`src/rtl/z480_pkg.sv`:
```
// Shared Z480 vector-pipeline types: issue-queue entry layout and default sizing.
package z480_pkg;
  localparam int VEC_IQ_DEPTH     = 4;
  localparam int VEC_IQ_ROB_W     = 6;
  localparam int VEC_IQ_PREG_W    = 7;
  localparam int VEC_IQ_PAYLOAD_W = 64;
  localparam int VEC_IQ_NWK       = 2;

  typedef struct packed {
    logic                              valid;
    logic [VEC_IQ_ROB_W-1:0]           rob_idx;
    logic [VEC_IQ_PAYLOAD_W-1:0]       payload;
    logic [1:0][VEC_IQ_PREG_W-1:0]     tag;
    logic [1:0]                        rdy;
  } vec_iq_entry_t;
endpackage

```
`src/rtl/vec_iq_wakeup_cmp.sv`:
```
// Matches one source tag against every wakeup broadcast port.
module vec_iq_wakeup_cmp
  import z480_pkg::*;
#(
  parameter int NWK    = VEC_IQ_NWK,
  parameter int PREG_W = VEC_IQ_PREG_W
) (
  input  logic [PREG_W-1:0]     tag,
  input  logic [NWK-1:0]        wk_valid,
  input  logic [NWK*PREG_W-1:0] wk_tag,
  output logic                  hit
);
  always_comb begin
    hit = 1'b0;
    for (int k = 0; k < NWK; k++) begin
      if (wk_valid[k] && (wk_tag[k*PREG_W +: PREG_W] == tag)) hit = 1'b1;
    end
  end
endmodule

```
`src/rtl/vec_issue_q.sv`:
```
// Compacting out-of-order issue queue for the Z480 vector unit; slot 0 is always the oldest entry.
module vec_issue_q
  import z480_pkg::*;
#(
  parameter int DEPTH     = VEC_IQ_DEPTH,
  parameter int ROB_W     = VEC_IQ_ROB_W,
  parameter int PREG_W    = VEC_IQ_PREG_W,
  parameter int PAYLOAD_W = VEC_IQ_PAYLOAD_W,
  parameter int NWK       = VEC_IQ_NWK
) (
  input  logic                       clk,
  input  logic                       rst,
  input  logic                       flush,
  input  logic                       enq_valid,
  output logic                       enq_ready,
  input  logic [ROB_W-1:0]           enq_rob_idx,
  input  logic [PAYLOAD_W-1:0]       enq_payload,
  input  logic [2*PREG_W-1:0]        enq_src_tag,
  input  logic [1:0]                 enq_src_rdy,
  input  logic [NWK-1:0]             wk_valid,
  input  logic [NWK*PREG_W-1:0]      wk_tag,
  output logic                       iss_valid,
  input  logic                       iss_ready,
  output logic [ROB_W-1:0]           iss_rob_idx,
  output logic [PAYLOAD_W-1:0]       iss_payload,
  output logic [$clog2(DEPTH+1)-1:0] occupancy
);
  localparam int OCC_W = $clog2(DEPTH+1);

  vec_iq_entry_t q     [DEPTH];
  vec_iq_entry_t woken [DEPTH+1];
  vec_iq_entry_t nxt   [DEPTH];
  vec_iq_entry_t enq_ent;

  logic [DEPTH-1:0][1:0] ent_hit;
  logic [1:0]            enq_hit;
  logic [DEPTH-1:0]      cand;
  logic [DEPTH-1:0]      at_or_above_win;
  logic [DEPTH-1:0]      valid_vec;
  logic                  any_cand;
  logic                  do_iss;
  logic                  do_enq;
  logic [OCC_W-1:0]      enq_pos;

  for (genvar i = 0; i < DEPTH; i++) begin : g_ent
    for (genvar s = 0; s < 2; s++) begin : g_src
      vec_iq_wakeup_cmp #(.NWK(NWK), .PREG_W(PREG_W)) u_cmp (
        .tag      (q[i].tag[s]),
        .wk_valid (wk_valid),
        .wk_tag   (wk_tag),
        .hit      (ent_hit[i][s])
      );
    end
    assign cand[i]      = q[i].valid && q[i].rdy[0] && q[i].rdy[1];
    assign valid_vec[i] = q[i].valid;
  end

  for (genvar s = 0; s < 2; s++) begin : g_enq
    vec_iq_wakeup_cmp #(.NWK(NWK), .PREG_W(PREG_W)) u_cmp (
      .tag      (enq_src_tag[s*PREG_W +: PREG_W]),
      .wk_valid (wk_valid),
      .wk_tag   (wk_tag),
      .hit      (enq_hit[s])
    );
  end

  // Priority select: lowest-index candidate wins; at_or_above_win marks slots that shift on issue.
  always_comb begin
    any_cand        = 1'b0;
    iss_rob_idx     = '0;
    iss_payload     = '0;
    at_or_above_win = '0;
    for (int i = 0; i < DEPTH; i++) begin
      if (cand[i] && !any_cand) begin
        any_cand    = 1'b1;
        iss_rob_idx = q[i].rob_idx;
        iss_payload = q[i].payload;
      end
      at_or_above_win[i] = any_cand;
    end
  end

  assign iss_valid = any_cand && !flush;
  assign enq_ready = (occupancy < OCC_W'(DEPTH));
  assign do_iss    = iss_valid && iss_ready;
  assign do_enq    = enq_valid && enq_ready && !flush;
  assign enq_pos   = do_iss ? (occupancy - OCC_W'(1)) : occupancy;

  always_comb begin
    enq_ent         = '0;
    enq_ent.valid   = 1'b1;
    enq_ent.rob_idx = enq_rob_idx;
    enq_ent.payload = enq_payload;
    enq_ent.tag     = enq_src_tag;
    enq_ent.rdy     = enq_src_rdy | enq_hit;
    woken[DEPTH]    = '0;
    for (int i = 0; i < DEPTH; i++) begin
      woken[i]     = q[i];
      woken[i].rdy = q[i].rdy | (ent_hit[i] & {2{q[i].valid}});
    end
    for (int i = 0; i < DEPTH; i++) begin
      nxt[i] = (do_iss && at_or_above_win[i]) ? woken[i+1] : woken[i];
      if (do_enq && (enq_pos == OCC_W'(i))) nxt[i] = enq_ent;
    end
  end

  always_ff @(posedge clk or posedge rst) begin
    if (rst) begin
      for (int i = 0; i < DEPTH; i++) q[i] <= '0;
      occupancy <= '0;
    end else if (flush) begin
      for (int i = 0; i < DEPTH; i++) q[i] <= '0;
      occupancy <= '0;
    end else begin
      for (int i = 0; i < DEPTH; i++) q[i] <= nxt[i];
      occupancy <= occupancy + OCC_W'(do_enq) - OCC_W'(do_iss);
    end
  end

`ifndef SYNTHESIS
  a_occ_contig: assert property (@(posedge clk) disable iff (rst)
    (occupancy <= OCC_W'(DEPTH)) && ((valid_vec & (valid_vec + DEPTH'(1))) == '0));
`endif
endmodule

```
`config.mk`:
```
export PLATFORM = sky130hd
export DESIGN_NAME = vec_issue_q
export DESIGN_NICKNAME = d
export VERILOG_FILES = /design/src/rtl/z480_pkg.sv /design/src/rtl/vec_iq_wakeup_cmp.sv /design/src/rtl/vec_issue_q.sv
export SDC_FILE = /design/constraint.sdc
export NUM_CORES = 1
export LEC_CHECK = 0
export CAP_MARGIN = 15
export CORE_MARGIN = 5
export CORE_UTILIZATION = 50
export DETAILED_ROUTE_END_ITERATION = 16
export DONT_BUFFER_PORTS = 1
export GPL_TIMING_DRIVEN = 1
export MAX_ROUTING_LAYER = met4
export SLEW_MARGIN = 20
export SYNTH_ARGS = -nofsm -noshare
export SYNTH_HDL_FRONTEND = slang
export SYNTH_SLANG_ARGS = --single-unit
export TNS_END_PERCENT = 5
```
`constraint.sdc`:
```
create_clock -name clk -period 29.6 [get_ports clk]
set_clock_uncertainty 0.15 [all_clocks]
set_input_delay 2.96 -clock clk [delete_from_list [all_inputs] [get_ports clk]]
set_output_delay 2.96 -clock clk [all_outputs]
set_load 0.03 [all_outputs]
```
==> results.ini <==
[synth]
yosysMostFrequentCell=dfrtp_1
synth.yosys.seq_area_share_pct=45.7
synth_mux_area_share_pct=0
ys_top_cells_by_area=dfrtp_1, a21oi_1, nor3b_1
synth_area_per_cell_um2=8.80
yosys.area.top_type_share_pct=45.7
yosys.area.top_type=dfrtp_1
syn_area_um2=19200
synthFlopType=dfrtp_1
ys_warn_count=0
synth_edf_count=0
synth_compound_area_share_pct=21.9
yosys.area_share.xor_xnor_pct=6.47
synthTopCellsByCount=dfrtp_1, a21oi_1, nor2_1
synthArstFlopShare_pct=100
synth_top_family_by_area=compound AO/OA/AOI/OAI gates
synth_fa_ha_area_share_pct=0.299
syn_nets=2297
ys_ff_latch=351
yosys.area_share.simple_pct=20.3
synthCells=2186
ys_types=53

[global_routing]
grt_max_degree=183
grt_use_total_pct=29.0
grt_pass1_wl_mm=95.0
grt-ovfl-total=0
antenna_found_initial=0
grt_pass1_vias=16000

[cells_and_area]
nets=2143
syn_to_final_growth_pct=7.47
drive_above_1_share_pct=5.77
utilization_pct=54.6
diodes=0
finalNonFillerCells=2573

[setup_path]
crit_chain=and3_4 -> buf_4 -> nor2_4 -> buf_4 -> a222oi_1 -> a21oi_1
slowest_stage=nor2_4
crit_required_ns=26.49
slowest_delay_ns=1.02
path_class=reg2out
r2r_setup_slack_ns=26.18
crit_path_max_fanout=48
worstPathArrival_ns=4.16
crit_top_cell=buf_4
cp-start-kind=flip-flop
worstSetupEndpointType=output port

[power]
seqPwrFrac_pct=46.0
leakagePower_nw=8.50
intPower_w=0.000876
p_clk_share_pct=46.4
ir_worst_vdd_uv=35.9
cellPowerDensity_nw_per_um2=55.9
power_switching_w=0.000280
power_frac_comb_pct=7.6
netSwitchingFraction_pct=24.2

[sta]
maxSlewViolCount=0
tns_ns=0
worst_hold_slack_ns=0.371
grt_setup_unrepaired=false
tightest_slew_ns=1.21
finalHoldViolCount=0
finalCritPeriodShare_pct=24.6
setup_viol=0
slew_headroom_pct=19.0
worst_slack_ns=22.33
min_period_ns=7.27
fmax_mhz=138

[clocking]
post_cts_buffers=0
cts_buffers=40
clock-sinks=351
clk_latency_ns=0.56
cts_tree=done
clk_pin_slew_worst_paths_ns=0.06
cts_resized=0
cts-htree-levels=2
ctsHoldBuffers=0
cts_buffer_depth=3
cts-root-buf=clkbuf_16

[die]
ios=182
rows=71
fp.dieArea_um2=42500
core_um2=37800
start_util_pct=50.8
fp.dieW_um=206
die_y_um=206

[detailed_routing]
vias_per_cell=6.38
routed_wl_mm=60.3
wl_per_cell_um=23.4
first_pass_iters=9
drt_iter0_drc=2050
ant_nets=0
drc=0
via_count=16400

[hold_path]
hold_path_class=reg2reg

[placement]
gp_congestion=0.854
dp_hpwl_mm=33.8
place_ws_ns=22.98
dp.cells=2499
port_buffers=0

[status]
status=complete, no violations

[run]
max_cap_viol_count=0

## power by group through the flow
| stage | logic, W | registers, W | clock network [W] |
|---|---|---|---|
| floorplan | 0.0000811 | 0.000532 | 0 |
| global placement | 0.0000846 | 0.000540 | 0 |
| detailed placement | 0.0000876 | 0.000539 | 0 |
| CTS | 0.0000877 | 0.000531 | 0.000548 |
| global route | 0.0000993 | 0.000535 | 0.000567 |
| finish | 0.0000876 | 0.000532 | 0.000536 |
## through the flow
step | total power, W | area (um^2)
global placement | 0.000624 | 19200
finish | 0.00116 | 20700
detailed placement | 0.000627 | 19200
global route | 0.00120 | 20700
floorplan | 0.000613 | 19200
CTS | 0.00117 | 20600
## per-layer routing
layer | wire [um] | vias up | global-route usage, % | part of all wire, %
met5 | 0 | - | - | 0
met4 | 1200 | 0 | 7.84 | 2.0
met3 | 4870 | 79 | 5.40 | 8.1
met2 | 27800 | 609 | 43.5 | 46
met1 | 26500 | 8206 | 40.8 | 44
li1 | - | 7533 | - | -
## path summary, 6_finish.rpt
path	startpoint	end	cells after the start
min reg2reg	q[69]	q[69]	1
min in group asynchronous	rst	q[70]	1
min	q[69]	q[69]	1
max	q[347]	iss_payload[44]	6
max in group asynchronous	rst	q[291]	3
max reg2reg	occupancy[0]	q[261]	9
## layout make-up
type / instances / area (um^2)
clock buffer: 59 / 1220
clock inverter: 13 / 201
fill: 3484 / 17200
inverter: 14 / 61.3
multi-input combinational: 1598 / 9510
sequential: 351 / 8780
tap: 511 / 639
timing repair buffer: 27 / 248
## registers in the layout, summed over array words and instances, names as in the netlist
| register | cells |
|---|---|
| q | 348 |
| occupancy | 3 |
## cell families after synthesis
group / count (synthesis)
xor gates and xnor gates: 142
DFF: 351
buffers and inverters: 237
and+or+nand+nor: 787
AOI/OAI and AO/OA: 665
adders and majority gates: 4
## worst max-delay path, delay by kind of cell, from the launching register on
family | cells | cell delay (ns)
AND/OR/NAND/NOR | 2 | 1.33
AO/OA/AOI/OAI | 2 | 0.77
buffers and inverters | 2 | 1.02
flip-flops | 1 | 0.42
## layout by cell type, fill, tap and decap left out, types with 3 or more instances in the layout
master and n:
clkbuf_1 6, o21ai_1 8, dfrtp_1 351, a22o_1 86, bufinv_16 5, a21oi_1 310, clkbuf_16 42, inv_1 11
xnor2_1 117, o21ai_0 85, nor2_1 252, a22oi_2 4, nand4_1 38, nand2_1 206, nand3_1 90, nor4_1 5
a222oi_1 70, buf_4 24, clkbuf_8 11, nor3b_1 172, ha_1 3, clkinv_2 8, xor2_1 25, nor2_4 4
a31oi_1 84
(Power assumes the default switching activity.)
